[config.mk]
export PLATFORM = sky130hd
export DESIGN_NAME = mem_wb_pipe
export DESIGN_NICKNAME = d
export VERILOG_FILES = /design/src/rtl/mem_wb_pipe_pkg.sv /design/src/rtl/pipe_skid.sv /design/src/rtl/mem_wb_pipe.sv
export SDC_FILE = /design/constraint.sdc
export NUM_CORES = 1
export LEC_CHECK = 0
export BUFFER_PORTS_ARGS = -buffer_cell sky130_fd_sc_hd__buf_2
export CAP_MARGIN = 5
export CORE_MARGIN = 2
export CORE_UTILIZATION = 55
export CTS_BUF_LIST = sky130_fd_sc_hd__clkbuf_8
export DETAILED_ROUTE_END_ITERATION = 8
export GPL_TIMING_DRIVEN = 0
export PLACE_DENSITY = 0.81
export SYNTH_ARGS = -nofsm -noshare
export SYNTH_HDL_FRONTEND = slang
export SYNTH_HIERARCHICAL = 1
export SYNTH_SLANG_ARGS = --single-unit
[constraint.sdc]
create_clock -name clk -period 2.9 [get_ports clk]
set_clock_uncertainty 0.05 [all_clocks]
set_input_delay 0.58 -clock clk [delete_from_list [all_inputs] [get_ports clk]]
set_output_delay 0.58 -clock clk [all_outputs]
set_load 0.01 [all_outputs]
[src/rtl/mem_wb_pipe_pkg.sv]
// Shared defines for the MEM/WB stage plus the package that names the buffer states.
// Macros live here so any file compiled after this one sees the same encodings.
`ifndef MEM_WB_PIPE_DEFINES
`define MEM_WB_PIPE_DEFINES
`define RstEnable    1'b1
`define RstDisable   1'b0
`define WriteEnable  1'b1
`define WriteDisable 1'b0
`define NOPRegAddr   5'b00000
`define ZeroWord     32'h00000000
`define PipeEmpty    2'd0
`define PipeOne      2'd1
`define PipeTwo      2'd2
`endif

package mem_wb_pipe_pkg;

    typedef enum logic [1:0] {
        PIPE_EMPTY = `PipeEmpty,
        PIPE_ONE   = `PipeOne,
        PIPE_TWO   = `PipeTwo
    } pipe_state_e;

    // Number of buffered entries held in a given state.
    function automatic logic [1:0] occ_of(input pipe_state_e s);
        case (s)
            PIPE_ONE: occ_of = 2'd1;
            PIPE_TWO: occ_of = 2'd2;
            default:  occ_of = 2'd0;
        endcase
    endfunction

endpackage

[src/rtl/pipe_skid.sv]
// Generic 2-entry in-order valid/ready buffer: a main (head) register plus a skid register.
// in_ready and out_valid decode only the state register, so there is no ready-to-ready path.
import mem_wb_pipe_pkg::*;

module pipe_skid #(
    parameter int           W       = 8,
    parameter logic [W-1:0] RST_VAL = '0
) (
    input  logic        clk,
    input  logic        rst,
    input  logic        flush,
    input  logic        in_valid,
    output logic        in_ready,
    input  logic [W-1:0] in_data,
    output logic        out_valid,
    input  logic        out_ready,
    output logic [W-1:0] out_data,
    output pipe_state_e state
);

    logic [W-1:0] main_q;
    logic [W-1:0] skid_q;
    logic         acc;
    logic         pop;

    // valid/ready: a transfer happens on an edge where both are 1; valid never waits on ready.
    assign in_ready  = (state != PIPE_TWO);
    assign out_valid = (state != PIPE_EMPTY);
    assign out_data  = main_q;
    assign acc       = in_valid && in_ready;
    assign pop       = out_valid && out_ready;

    always_ff @(posedge clk) begin
        if (rst == `RstEnable) begin
            state  <= PIPE_EMPTY;
            main_q <= RST_VAL;
            skid_q <= RST_VAL;
        end else if (flush) begin
            state <= PIPE_EMPTY;
        end else begin
            case (state)
                PIPE_EMPTY: begin
                    if (acc) begin
                        main_q <= in_data;
                        state  <= PIPE_ONE;
                    end
                end
                PIPE_ONE: begin
                    if (acc && !pop) begin
                        skid_q <= in_data;
                        state  <= PIPE_TWO;
                    end else if (pop && !acc) begin
                        state <= PIPE_EMPTY;
                    end else if (acc && pop) begin
                        main_q <= in_data;
                    end
                end
                PIPE_TWO: begin
                    if (pop) begin
                        main_q <= skid_q;
                        state  <= PIPE_ONE;
                    end
                end
                default: state <= PIPE_EMPTY;
            endcase
        end
    end

endmodule

[src/rtl/mem_wb_pipe.sv]
// MEM/WB pipeline register with a 2-deep skid buffer; write enables are only ever
// presented from a valid head slot.
import mem_wb_pipe_pkg::*;

module mem_wb_pipe #(
    parameter int DATA_W = 32,
    parameter int REG_AW = 5
) (
    input  logic              clk,
    input  logic              rst,
    input  logic              flush,
    input  logic              mem_valid,
    output logic              mem_ready,
    input  logic [REG_AW-1:0] mem_wd,
    input  logic              mem_wreg,
    input  logic [DATA_W-1:0] mem_wdata,
    input  logic              mem_whilo,
    input  logic [DATA_W-1:0] mem_hi,
    input  logic [DATA_W-1:0] mem_lo,
    output logic              wb_valid,
    input  logic              wb_ready,
    output logic [REG_AW-1:0] wb_wd,
    output logic              wb_wreg,
    output logic [DATA_W-1:0] wb_wdata,
    output logic              wb_whilo,
    output logic [DATA_W-1:0] wb_hi,
    output logic [DATA_W-1:0] wb_lo,
    output logic [1:0]        occ
);

    localparam int PW = REG_AW + 2 + 3 * DATA_W;

    // Payload order: {wd, wreg, wdata, whilo, hi, lo}.
    localparam logic [PW-1:0] RST_PAYLOAD = {
        REG_AW'(`NOPRegAddr), `WriteDisable, DATA_W'(`ZeroWord),
        `WriteDisable, DATA_W'(`ZeroWord), DATA_W'(`ZeroWord)
    };

    logic [PW-1:0] in_payload;
    logic [PW-1:0] head_payload;
    logic          head_wreg;
    logic          head_whilo;
    pipe_state_e   state;

    assign in_payload = {mem_wd, mem_wreg, mem_wdata, mem_whilo, mem_hi, mem_lo};

    pipe_skid #(
        .W       (PW),
        .RST_VAL (RST_PAYLOAD)
    ) u_skid (
        .clk       (clk),
        .rst       (rst),
        .flush     (flush),
        .in_valid  (mem_valid),
        .in_ready  (mem_ready),
        .in_data   (in_payload),
        .out_valid (wb_valid),
        .out_ready (wb_ready),
        .out_data  (head_payload),
        .state     (state)
    );

    assign {wb_wd, head_wreg, wb_wdata, head_whilo, wb_hi, wb_lo} = head_payload;
    assign wb_wreg  = head_wreg && wb_valid;
    assign wb_whilo = head_whilo && wb_valid;
    assign occ      = occ_of(state);

endmodule

Word level (Yosys, flattened, before mapping)
Index checks and enable logic that the tools add are counted.
W data, S select, Z words.

word-level totals
  register bits = 208
  input bits = 108
  output and inout bits = 107
  word-level logic and storage cells = 41

cells by class
  equal/unequal tests = 9
  muxes and demuxes = 12
  bitwise gates (word level) = 1
  reduce and logical (&&, ||, !) cells = 16

operators by type and width
  operator              number
  $mux W103             5
  $pmux W103 S3         1
  $mux W2               4
  $logic_and A1 B1 Y1   7
  $reduce_and A7 Y1     1
  $ne A2 B1 Y1 const B  3
  $ne A2 B2 Y1 const B  3
  $pmux W2 S3           1
  $reduce_and A3 Y1     2
  $pmux W2 S2           1
  $ne A3 B1 Y1 const B  1
  $reduce_bool A3 Y1    1
  $eq A2 B1 Y1 const B  1
  $eq A2 B2 Y1 const B  1
  $logic_not A1 Y1      2
  $logic_not A2 Y1      1
  $reduce_bool A2 Y1    1
  $reduce_or A2 Y1      1
  $not A1 Y1            1

Depth between registers and ports, before layout
Gate-level depths: netlist (run 1).

  depth in word-level cells = 7
  gate-level depth with buffers = 13
  mapped depth without buffers = 7

Modules after synthesis
Netlist (run 1), hierarchy kept.

modules (own cells, without submodules)
  module       instances  cells an instance  area an instance (um^2)  seq. area each (um^2)
  pipe_skid    1          963                9231.4                   4164.0
  mem_wb_pipe  1          4                  27.5                     0.0

Least setup slack after synthesis (run 1)
OpenSTA, ideal clock, no wires.

  kind = register to register
  start = register u_skid.state[0]
  end = register u_skid.main_q[44], in the netlist u_skid/out_data[44]
  library setup time = 0.146 ns
  arrival = 2.263 ns
  setup slack = 0.441 ns
  cell stages (with the launch flop) = 14
  clock period less this slack = 2.459 ns
  cells stage by stage = dfxtp_1 > buf_4 > nand2b_1 > buf_2 > buf_2 > nand2_1 > inv_1 > ha_1 > nor4bb_1 > buf_2 > a22o_1 > buf_6 > buf_4 > a211oi_2

on the way
  longest elaborated chain between the ends = 6
  elaborated cells between the ends (all ways) = 20
  those cells by class = eq/ne (8); mux (1); reduce/logical (11)

ends and longest elaborated chain
  item                                    RTL line           text
  start, declared                         pipe_skid.sv:18    output pipe_state_e state
  start signal, assigned                  pipe_skid.sv:35    state <= PIPE_EMPTY;
  start signal, assigned                  pipe_skid.sv:39    state <= PIPE_EMPTY;
  start signal, assigned                  pipe_skid.sv:45    state <= PIPE_ONE;
  $ne A2 B2 Y1 (*)                        pipe_skid.sv:27    assign in_ready = (state != PIPE_TWO);
  via mem_ready                           mem_wb_pipe.sv:13  output logic mem_ready,
  $logic_and A1 B1 Y1 (*)                 pipe_skid.sv:30    assign acc = in_valid && in_ready;
  $logic_not A1 Y1                        pipe_skid.sv:52    end else if (pop && !acc) begin
  $logic_and A1 B1 Y1                     pipe_skid.sv:52
  $ne A2 B2 Y1 (no source line)           --
  $reduce_and A7 Y1 (no source line) (*)  --
  end signal, assigned                    pipe_skid.sv:44    main_q <= in_data;
  end signal, assigned                    pipe_skid.sv:55    main_q <= in_data;
  end signal, assigned                    pipe_skid.sv:60    main_q <= skid_q;
  end, declared                           pipe_skid.sv:21    logic [W-1:0] main_q;

Mark *: on every way through the listed nets, which the timed path passes. The rest lies on a longest branch.
A chain may end at the register's enable or synchronous reset.

Worst setup path after layout (run 1)
  start = register u_skid.state[0]
  end = register u_skid.main_q[84], in the netlist u_skid/out_data[84]

on the way
  longest elaborated chain between the ends = 6
  elaborated cells between the ends (all ways) = 20
  those cells by class = eq/ne (8); mux (1); reduce/logical (11)

ends and longest elaborated chain
  item                                                RTL line
  $ne A2 B2 Y1 or $reduce_bool A2 Y1 (tied branches)  pipe_skid.sv:27, pipe_skid.sv:28
  $logic_and A1 B1 Y1 (on tied branches)              pipe_skid.sv:30, pipe_skid.sv:31
  $logic_not A1 Y1 (on tied branches)                 pipe_skid.sv:52, pipe_skid.sv:49
  $logic_and A1 B1 Y1 (on tied branches)              pipe_skid.sv:52, pipe_skid.sv:49
  $ne A2 B2 Y1 (no source line)                       --
  $reduce_and A7 Y1 (no source line)                  --

Parallel ways exist; a longest one is shown, timed or not.

==> results of run 1 <==
==> worst paths after layout <==
check	to	startpoint	depth (start not counted)	slack, ps
worst min register to register	u_skid/skid_q[85]	u_skid/skid_q[85]	2	400
worst max-delay path	u_skid/out_data[84]	u_skid/state[0]	12	110
worst max register to register	u_skid/out_data[84]	u_skid/state[0]	12	110
worst min-delay path	u_skid/state[0]	flush	2	260
==> what timing repair did <==
| item | CTS | global route |
|---|---|---|
| pin swaps | 0 | 1 |
| setup endpoints to repair | 151 | 170 |
| buffers inserted | 0 | 0 |
| cloned | 0 | 0 |
| resized for setup | 3 | 52 |
==> state kept, by name (all words and copies together) (netlist names) <==
register and cells:
u_skid/out_data 103, u_skid/skid_q 103, u_skid/state 2
==> per-stage QoR <==
step           utilization  setup slack (ps)  area (sq um)  setup TNS, ps
3_3_place_gp         0.641              -122         10600          -7980
2_1_floorplan            -               441          9260              0
4_1_cts              0.680              21.0         11200              0
6_report             0.688               110         11400              0
5_1_grt              0.688             -35.1         11400           -114
3_5_place_dp         0.641              -208         10600         -13830
==> cells in the final DEF, fill, tap and decap left out, drive strengths merged <==
cell	netlist	final
diode	0	7
mux2	1	1
nor2b	1	1
clkbuf	54	105
a22o	1	1
dfxtp	208	208
a221oi	103	103
or2	1	1
buf	60	263
o22a	1	1
and2	2	2
nand2b	1	1
nand2	209	209
and2b	1	1
nand4bb	1	1
mux2i	104	104
o32a	1	1
a211oi	103	103
inv	3	21
nor2	2	2
and4bb	1	1
ha	3	3
nor3	2	2
a21oi	103	103
nor4bb	1	1
==> power groups by stage <==
| stage | registers [mW] | clock network, mW | logic (mW) |
|---|---|---|---|
| after floorplan | 3.15 | 0 | 0.470 |
| after global placement | 3.11 | 0 | 0.817 |
| after detailed placement | 3.11 | 0 | 0.832 |
| after CTS | 3.05 | 2.45 | 0.837 |
| after global routing | 3.06 | 2.58 | 0.919 |
| final | 3.05 | 2.38 | 0.847 |
==> critical path: stages, from the launching register on <==
cell,delay (ps)
dfxtp_1,310
buf_4,160
nand2b_1,130
clkbuf_4,200
buf_4,210
nand2_1,100
inv_1,60
ha_1,240
nor4bb_2,300
buf_4,200
clkbuf_2,230
a221oi_1,120
a211oi_1,350
==> cell type report <==
cell class	count	area share
Multi-Input combinational cell	642	0.401
Sequential cell	208	0.366
Timing Repair Buffer	213	0.0938
Buffer	114	0.0564
Clock buffer	41	0.0497
Tap cell	220	0.0242
Clock inverter	18	0.00639
Antenna cell	7	0.00154
Inverter	3	0.000991
==> kinds of logic (layout without fill, tap and decap cells) <==
family | count (synthesis) | count (layout) | synth area share
mux | 105 | 105 | 0.114
buf+inv | 117 | 389 | 0.0601
other cells | 0 | 7 | 0
simple gates | 222 | 222 | 0.0946
flops | 208 | 208 | 0.450
fa+ha+maj | 3 | 3 | 0.00405
compound gates | 312 | 312 | 0.277
==> metal layers <==
layer,vias up,part of all wire
li1,4091,-
met1,3954,0.43
met2,325,0.46
met3,56,0.073
met4,0,0.031
met5,-,0
==> reports/summary.md, run 1 <==
The worst setup path is captured at a flip-flop. met2 is the most crowded layer. The sequential cells in the finished layout cover a total of 4160 sq um. The finished layout holds 1466 standard cells, fillers aside. At the end of routability-driven placement, the weighted congestion stood at 0.823. After detailed routing, the number of vias per cell comes to 5.75. The sequential power share is 0.486, and the top cell type's share of synthesized area is 0.450. Hold violation count in the final report: 0.

For this run, the leading register cell type out of synthesis is dfxtp_1. The shortest period the worst path allows is 2790 ps. The clock passes through at most 3 buffers. The number of rows created at floorplan came out at 47. Clock-pin slew was measured on the worst setup and hold paths at 50 ps. Counting every net in the synthesized netlist gives 1078. For the pin with the worst max-slew slack, the measured transition is 808 ps. The tools report the total die area as 17900 sq um.

Input and output buffers added on the ports amount to 213. The net switching fraction of the power was 0.265. The sequential-to-total area share from yosys stat was 0.450; the number of cells produced by synthesis was 967. Met1 usage in global routing: 0.376. The logs give 1400 for the number of cells in the design after placement and 17400 um for the placed wire-length estimate after detailed placement. The filler cells instantiated in the layout total 1369. The logs give 0 for the number of hold buffers added after CTS and 8426 for the via total after detailed routing.

The routed design has 25500 um of wire. The worst-path maximum fanout is 10. The aggregate global routing overflow is 0, and the ratio of final minimum period to clock period is 0.962.

The run gives 7 as the number of antenna violations at the first check in global routing. The run finished with clean final reports. In the final design database the tool counted 1329 nets. In the routed design, unresolved DRC markers number 0. The tools report the footprint of the multi-input gates as 4550 sq um. The design internal power is 4.62 mW, and the number of enable-type register cells in the synthesized netlist is 0. The first global-routing pass estimated 40600 um of wire. TritonCTS built the clock tree. Share of cells above drive strength 1: 0.320. STA puts the critical path data arrival time at 3130 ps.

Buffer cell driving the clock tree root: clkbuf_8. The tools report the number of H-tree levels as 2. The tools report the relative slew slack as 0.461. The met2 global-route usage is 0.432, and the first-pass detailed-route iteration total is 6.

Most area-hungry cell type in the Yosys netlist: dfxtp_1. Area growth from synthesis to final layout: 22.7%. The worst hold margin is 264 ps, and the global-route usage over all layers is 0.279. The async set-reset flop share out of synthesis works out to 0. Part of the total power dissipated in combinational logic: 0.135. At the worst endpoint, the required time is 3240 ps.

The power per standard cell area came out at 553 nW/um^2. For the met3 usage in global routing, the log shows 0.0578. In this run, synthesis produced a sequential element count of 208. The number of distinct library cells after synthesis was 29. Setup repair after global routing could not meet its margin everywhere. The clock latency reported for the late side of the worst-skew pair was 510 ps; the post-synthesis area per instance was 9.57 sq um. The critical path is of the flip-flop to flip-flop type. After detailed routing, the average wire length per cell comes to 17.4 um. The run gives 208 as the number of sinks driven by the clock tree. The die is 134 um tall. The run gives 477 as the violation count after the first detailed-routing iteration. Summed over all cells, the static leakage comes to 5.11 nW.

The overall power after layout is 6.28 mW, and the die width is 134 um. By count the netlist is led by 209 x nand2_1, 208 x dfxtp_1, 104 x mux2i_1. The count of endpoints failing setup in the final report came out at 0. The run gives 0 as the number of max-capacitance violations reported. The tools report the mapped cell area as 9260 sq um. For this design the total switching power over the nets is 1.67 mW. The via count of the first global-routing pass is 8061, and the initial core utilization is 0.560. Path category of the worst min-delay check: input port to flip-flop. In the post-synthesis netlist, the biggest area contributors are dfxtp_1 45%, mux2i_1 11%, a221oi_1 9.7%, a211oi_2 9.5%, nand2_1 8.5%. In this run the count of I/O pins placed on the die edge is 215. The number of buffers created by CTS came out at 36. The yosys synthesis warning count is 6.

Critical path startpoint category: a flip-flop. Based on the critical path, the design can be clocked at up to 358 MHz. The final number of max-transition violations is 0, and the residual antenna-violating net count after detailed routing is 0. Entering global routing, the biggest net connects 11 pins.

The floorplan step defined a core boundary enclosing 16500 sq um. Among all cell types in the netlist, the one instantiated most often is nand2_1. The worst-case IR drop observed on VDD is 0.404 mV.

The share of power burned in the clock network is 0.379.
Note: power is estimated with default switching activity, not from simulation.
==> run 2: changes to the inputs <==
--- a/config.mk
+++ b/config.mk
@@ -8,11 +8,11 @@
 export BUFFER_PORTS_ARGS = -buffer_cell sky130_fd_sc_hd__buf_2
 export CAP_MARGIN = 5
 export CORE_MARGIN = 2
-export CORE_UTILIZATION = 55
+export CORE_UTILIZATION = 43
 export CTS_BUF_LIST = sky130_fd_sc_hd__clkbuf_8
 export DETAILED_ROUTE_END_ITERATION = 8
 export GPL_TIMING_DRIVEN = 0
-export PLACE_DENSITY = 0.81
+export PLACE_DENSITY = 0.66
 export SYNTH_ARGS = -nofsm -noshare
 export SYNTH_HDL_FRONTEND = slang
 export SYNTH_HIERARCHICAL = 1
==> run 2 against run 1 <==
  * Critical path depth rose by 1
  * Core utilization fell by 14 points
  * Sequential share of layout area fell by 0.29 points
  * Combinational power barely moved
  * Flip-flop and latch count did not move
  * Largest power group unchanged
  * Sequential power barely moved
  * Setup slack improved by 25 ps
  * Critical endpoint is now u_skid/out_data[46]
  * Highest routed layer unchanged
  * First-iteration DRC count fell by 20%
  * Power rose by 3.6%
  * Critical path type unchanged
  * Maximum frequency rose by 0.92%
  * Via count fell by 0.88%
  * Die area rose by 27%
==> reports/summary.md, run 2 (synthesis results as in run 1) <==
The logs give 0 (unchanged) for the buffers inserted during post-CTS setup optimization and 381 (-20%) for the violation count after the first detailed-routing iteration. The post-cts resize count was 3 (unchanged); the residual antenna-violating net count after detailed routing was 0 (unchanged). The library cells used most frequently in the layout, excluding fill and tap cells, are 241 x buf_2, 209 x nand2_1, 207 x dfxtp_1, 104 x mux2i_1. The run gives 11500 sq um (+0.84%) as the area of all placed cells without fillers. The run gives 140 ps (+30 ps) as the minimum setup slack among reg-to-reg paths. Setup repair after global routing left no endpoint under its margin. The tools report the area of the placeable core as 21100 sq um (+28%).

The number of nets in the layout is 1329 (unchanged). The tools report the pin count of the biggest net entering global routing as 11 (unchanged). The count of buffers inserted at the top-level ports was 213 (unchanged). The run gives 0.435 (-0.0268) as the relative slew slack. For the overall power after layout, the log shows 6.51 mW (+3.6%). The tools report the via total after detailed routing as 8352 (-0.88%).

The family with the most delay on the worst path is buffers and inverters. The critical path in this run is classified as flip-flop to flip-flop. The tools report the number of antenna violations at the first check in global routing as 4 (-3). The register clock-pin slew on the reported worst setup and hold paths is 60 ps (about the same).

The run gives 1455 (+3.9%) as the number of cells in the design after placement. The run gives 3 (unchanged) as the number of buffers on the longest clock path. The average vias per placed instance is 5.48 (-4.6%). For the upper clock frequency limit, the log shows 362 MHz (+0.92%). Leaving out fill and tap cells, the most frequent cell in the layout is buf_2. TritonCTS built the clock tree.

For the worst hold margin, the log shows 261 ps (-2.90 ps). For the placer congestion estimate, the log shows 0.832 (+1.1%). For the first-pass detailed-route iteration total, the log shows 5 (-1). The required arrival time at the worst endpoint was 3270 ps (+30 ps). The flow ran to the end, and the final reports show no timing, DRC or antenna violations. The number of rows created at floorplan was 53 (+13%); the initial core utilization was 0.439 (-0.121). The critical path startpoint category was a flip-flop. Hold violation count in the final report: 0 (unchanged). The total die area was 22700 sq um (+27%); the clock latency reported for the late side of the worst-skew pair was 510 ps (about the same).

Transition time at the pin with the least slew margin: 848 ps (+40.2 ps). The worst register-to-register path ends at u_skid/out_data[46]. Startpoint of the lowest-slack register-to-register path: u_skid/state[0]. Walking the worst path, the cells encountered are buf_4 > nand2b_1 > buf_2 > buf_6 > nand2_1 > inv_1 > ha_1 > nor4bb_1 > buf_4 > buf_6 > buf_2 > a221oi_1 > a211oi_2. The via count of the first global-routing pass was 8031 (-0.37%). The tools report the remaining design rule violation count as 0 (unchanged).

The run gives 0 (unchanged) as the final number of max-transition violations. The shortest period the worst path allows is 2760 ps (-25.5 ps), and the number of cells on the worst hold path is 3 (+1). The tools report the number of sinks driven by the clock tree as 208 (unchanged). The share of cells above drive strength 1 was 0.323 (+0.00354); the top-level I/O count was 215 (unchanged). The maximum cell stage delay along the critical path was 320 ps (-30 ps); the buffering stage count on the worst path with inverters included was 7 (+1). For the peak ir drop on the vdd network, the log shows 0.428 mV (+6.0%). Critical path arrival: 3130 ps (about the same). The worst-path maximum fanout was 10 (unchanged). The placed wire-length estimate after detailed placement is 18500 um (+5.8%), and the average wire length per cell after detail routing is 17.5 um (+0.37%). The root buffer cell chosen for the clock tree is clkbuf_8. The final worst slack is 135 ps (+25.5 ps). The tools report the setup slack after placement as -269 ps (-61.6 ps).

The cell count of the worst reg-to-reg path is 13 (+1), and the final core utilization is 0.543 (-0.144). The tools report the number of max-capacitance violations reported as 0 (unchanged). The number of buffers created by CTS was 36 (unchanged); the final sum of negative setup slack was 0 ps (unchanged). The die width was 151 um (+13%). The logs give 26600 um (+4.3%) for the total detailed-routing wirelength and 10700 sq um (+0.65%) for the total placed instance area. The logs give 0 (unchanged) for the count of endpoints failing setup in the final report and 0 (unchanged) for the number of hold buffers added after CTS. The path category of the worst min-delay check was input port to flip-flop. The final cell count without fillers was 1523 (+3.9%). The path length in cells of the critical path came out at 13 (+1). The capturing instance or port of the critical path is u_skid/out_data[46]. The global-route usage over all layers came out at 0.227 (-0.0515).

The kind of capture point of the worst setup path is a flip-flop. The power per standard cell area works out to 568 nW/um^2 (+2.8%). The worst-path cell with the longest stage delay was dfxtp_1. The reported leakage power came out at 5.13 nW (+0.37%).

In this run the worst setup path begins at u_skid/state[0]. The tools report the number of H-tree levels as 2 (unchanged). The ratio of final minimum period to clock period was 0.953 (-0.00878); the first-pass GRT wire length was 41200 um (+1.7%). The aggregate global routing overflow is 0 (unchanged). The vertical die dimension came out at 151 um (+13%).

Compared with the post-synthesis result, the final layout area differs by 23.8%.
-- run 2: how the worst min path moves through the flow --
stage | start | end | slack [ps]
2_1_floorplan | u_skid/skid_q[0] | u_skid/skid_q[0] | 390
5_1_grt | mem_hi[28] | u_skid/skid_q[60] | 240
3_3_place_gp | u_skid/skid_q[61] | u_skid/skid_q[61] | 390
6_report | mem_hi[6] | u_skid/skid_q[38] | 260
3_5_place_dp | u_skid/skid_q[60] | u_skid/skid_q[60] | 400
4_1_cts | mem_hi[6] | u_skid/skid_q[38] | 220
-- run 2: cell type report --
class | count | area [sq um]
antenna | 4 | 10.0
buffer | 114 | 597
clock buffer | 47 | 647
clock inverter | 17 | 72.6
fill | 1995 | 9630
inverter | 3 | 11.3
multi-input combinational | 642 | 4550
sequential | 208 | 4170
tap | 275 | 344
timing repair buffer | 213 | 1070
-- run 2: power breakdown --
part	internal, mW	leakage, nW	total (mW)	switching (mW)
clock network	1.45	0.423	2.61	1.16
logic	0.353	3.01	0.846	0.493
registers	2.98	1.70	3.05	0.0691
-- run 2: worst reg2reg max path: stages (launching register included) --
cell and delay [ps]:
dfxtp_1 320, buf_4 160, nand2b_1 130, buf_2 200
buf_6 180, nand2_1 90, inv_1 60, ha_1 230
nor4bb_1 300, buf_4 200, buf_6 180, buf_2 240
a221oi_1 120, a211oi_2 220
-- run 2: metal layers --
metal | share of wire | track usage | wire, um | vias up
met5 | 0 | 0 | 0 | -
met4 | 0.023 | 0.0734 | 616 | 0
met3 | 0.067 | 0.0552 | 1800 | 49
met2 | 0.46 | 0.367 | 12300 | 245
met1 | 0.45 | 0.299 | 11900 | 3965
li1 | - | - | - | 4093
==> run 3: changes to the inputs <==
==> constraint.sdc (replaced) <==
create_clock -name clk -period 2.62 [get_ports clk]
set_clock_uncertainty 0.05 [all_clocks]
set_input_delay 0.524 -clock clk [delete_from_list [all_inputs] [get_ports clk]]
set_output_delay 0.524 -clock clk [all_outputs]
set_load 0.1 [all_outputs]
==> run 3 against run 2 <==
  * Sequential share of layout area shrank 0.79 points
  * Wire length grew 1.7%
  * Core utilization grew 1.2 points
  * Cell area grew 2.2%
  * Combinational power grew 100%
  * Power grew 25%
  * Die area is the same
  * Register-to-register slack lost 20 ps
  * First-iteration DRC count grew 1.6%
  * Setup slack lost 17 ps
  * Clock-buffer cell count is the same
  * Flip-flop and latch count is the same
  * Largest power group unchanged
  * Highest routed layer is now met5
==> reports/summary.md, run 3 (synthesis results as in run 1) <==
The run finished with clean final reports. Area growth from synthesis to final layout: 26.5%. The worst hold path terminates at u_skid/skid_q[55]. The required arrival time at the worst endpoint is 2930 ps (-340 ps), and the number of nets in the layout is 1337 (+0.60%). TritonCTS built the clock tree. The placer congestion estimate is 0.781 (-6.1%), and the upper clock frequency limit is 400 MHz (+10%). The final number of max-transition violations came out at 0 (unchanged).

The logs give 0.228 (+0.000502) for the global-route usage over all layers and 5.21 nW (+1.7%) for the reported leakage power. The area used by sequential logic in the layout was 4160 sq um (about the same). The total detailed-routing wirelength was 27100 um (+1.7%). For the area of all placed cells without fillers, the log shows 11700 sq um (+2.2%).

The library cell used most frequently in the layout, excluding fill and tap cells, is buf_2. The number of antenna violations at the first check in global routing is 5 (+1), and the transition time at the pin with the least slew margin is 912 ps (+64.4 ps). The maximum cell stage delay along the critical path is 350 ps (+30 ps). Ratio of final minimum period to clock period: 0.955 (+0.00166). The tools report the via count of the first global-routing pass as 7820 (-2.6%).

The startpoint of the lowest-slack register-to-register path is u_skid/state[0]. Walking the worst path, the cells encountered are buf_4 > or2_2 > nand2_1 > inv_1 > ha_1 > nor4bb_2 > buf_4 > a22o_4 > buf_12 > buf_8 > a211oi_2. The vertical die dimension works out to 151 um (unchanged). Kind of capture point of the worst setup path: a flip-flop.

The number of sinks driven by the clock tree was 208 (unchanged). Cell occurring most often along the worst timing path: buf_4. For the clock latency reported for the late side of the worst-skew pair, the log shows 520 ps (about the same). The register clock-pin slew on the reported worst setup and hold paths is 60 ps (about the same), and the initial core utilization is 0.439 (unchanged). The total die area was 22700 sq um (unchanged). The tools report the minimum setup slack among reg-to-reg paths as 120 ps (-20 ps). The top-level I/O count was 215 (unchanged); the number of max-capacitance violations reported was 0 (unchanged). The buffering stage count on the worst path with inverters included came out at 5 (-2). The via total after detailed routing came out at 8298 (-0.65%). The share of cells above drive strength 1 came out at 0.332 (+0.00858).

The tools report the relative slew slack as 0.392 (-0.0429). The logs give 10700 sq um (about the same) for the total placed instance area and 4560 sq um (+0.30%) for the footprint of the multi-input gates. In the layout the commonest cells are 249 x buf_2, 209 x nand2_1, 208 x dfxtp_1, 104 x mux2i_1.

Critical path startpoint category: a flip-flop. The critical path arrival was 2820 ps (-310 ps). The number of buffers created by CTS is 37 (+2.8%).

The tools report the number of H-tree levels as 2 (unchanged). The tools report the placed wire-length estimate after detailed placement as 18400 um (-0.12%). In this run the most critical hold path is launched from mem_hi[23].

The average wire length per cell after detail routing came out at 17.7 um (+1.2%). The shortest period the worst path allows works out to 2500 ps (-263 ps). Family with the most delay on the worst path: buffers and inverters. The cell count of the worst reg-to-reg path is 11 (-2). The number of cells on the worst hold path is 3 (unchanged).

The residual antenna-violating net count after detailed routing was 0 (unchanged); the peak ir drop on the vdd network was 0.429 mV (+0.16%). The number of buffers on the longest clock path came out at 3 (unchanged). The power per standard cell area works out to 693 nW/um^2 (+22%). The remaining design rule violation count came out at 0 (unchanged). The number of rows created at floorplan came out at 53 (unchanged). Number of fillers in the final layout: 1965 (-1.5%). The worst-path maximum fanout is 10 (unchanged). The pin count of the biggest net entering global routing is 18 (+7), and the count of buffers inserted at the top-level ports is 213 (unchanged). The final worst slack is 118 ps (-17.4 ps), and the final core utilization is 0.555 (+0.0119). The run gives -535 ps (-265 ps) as the setup slack after placement.

Setup repair after global routing left no endpoint under its margin. The die width was 151 um (unchanged). The average vias per placed instance works out to 5.42 (-1.1%).

Area of the placeable core: 21100 sq um (unchanged). In this run the clock root is driven by a clkbuf_8. The critical path is of the flip-flop to flip-flop type. Worst-path cell with the longest stage delay: or2_2. The first-pass GRT wire length is 41200 um (-0.24%). The endpoint of the lowest-slack register-to-register path is u_skid/out_data[30]. The logs give 0 (unchanged) for the aggregate global routing overflow and 0 (unchanged) for the hold violation count in the final report. The tools report the first-pass detailed-route iteration total as 4 (-1). The violation count after the first detailed-routing iteration was 387 (+1.6%). Count of endpoints failing setup in the final report: 0 (unchanged).

The path class of the tightest hold or removal check is input port to flip-flop.
-- run 3: changes by cell type in the layout (fill, tap and decap cells not counted), moves of 2 or more --
| cell | change |
|---|---|
| clkbuf_2 | -9 |
| buf_2 | +8 |
| buf_12 | +7 |
| clkbuf_4 | -6 |
| buf_4 | +3 |
| buf_8 | +3 |
| clkbuf_16 | +2 |
-- run 3: repair_timing --
item	in CTS	in global routing
setup endpoints to repair	200	192
cloned	0	2
gates resized for setup	49	16
hold buffers	0	0
pin swaps	2	9
buffers inserted	0	6
-- run 3: layout make-up --
type / instances / share of cell area
multi-input combinational: 642 / 0.389
sequential: 208 / 0.356
timing repair buffer: 221 / 0.0991
buffer: 113 / 0.0611
clock buffer: 47 / 0.0552
tap: 275 / 0.0294
clock inverter: 17 / 0.00833
inverter: 3 / 0.000962
antenna: 4 / 0.000855
-- run 3: worst min-delay path, cell delays in order --
cell,delay (ps)
buf_2,100
nand2_1,50
a21oi_1,50
-- run 3: metal layers --
metal  vias up  track usage  routed length [um]
met1      3925        0.306               12300
li1       4107            -                   -
met2       228        0.360               12700
met5         -            0                  13
met4         2       0.0687                 399
met3        36       0.0591                1740
-- run 3: stage by stage --
step / total power, mW / TNS (ps) / hold WS (ps) / std cells
CTS: 8.20 / 0 / 148 / 1518
global placement: 5.13 / -57660 / 390 / 1455
finish: 8.11 / 0 / 194 / 1530
detailed placement: 5.14 / -63620 / 396 / 1455
floorplan: 4.77 / 0 / 386 / 967
global route: 8.43 / 0 / 170 / 1528
-- run 3: worst max path at each step --
stage / start / endpoint / depth (start not counted)
finish: u_skid/state[0] / u_skid/out_data[30] / 11
global route: u_skid/state[0] / u_skid/out_data[18] / 11
CTS: u_skid/state[0] / u_skid/out_data[18] / 12
detailed placement: u_skid/state[0] / u_skid/skid_q[68] / 12
global placement: u_skid/state[0] / u_skid/skid_q[81] / 12
floorplan: u_skid/state[0] / u_skid/out_data[44] / 13
-- run 3: power by group --
| group | total [mW] | internal [mW] | switching, mW |
|---|---|---|---|
| clock network | 3.01 | 1.70 | 1.30 |
| logic | 1.73 | 0.410 | 1.32 |
| registers | 3.38 | 3.30 | 0.0759 |
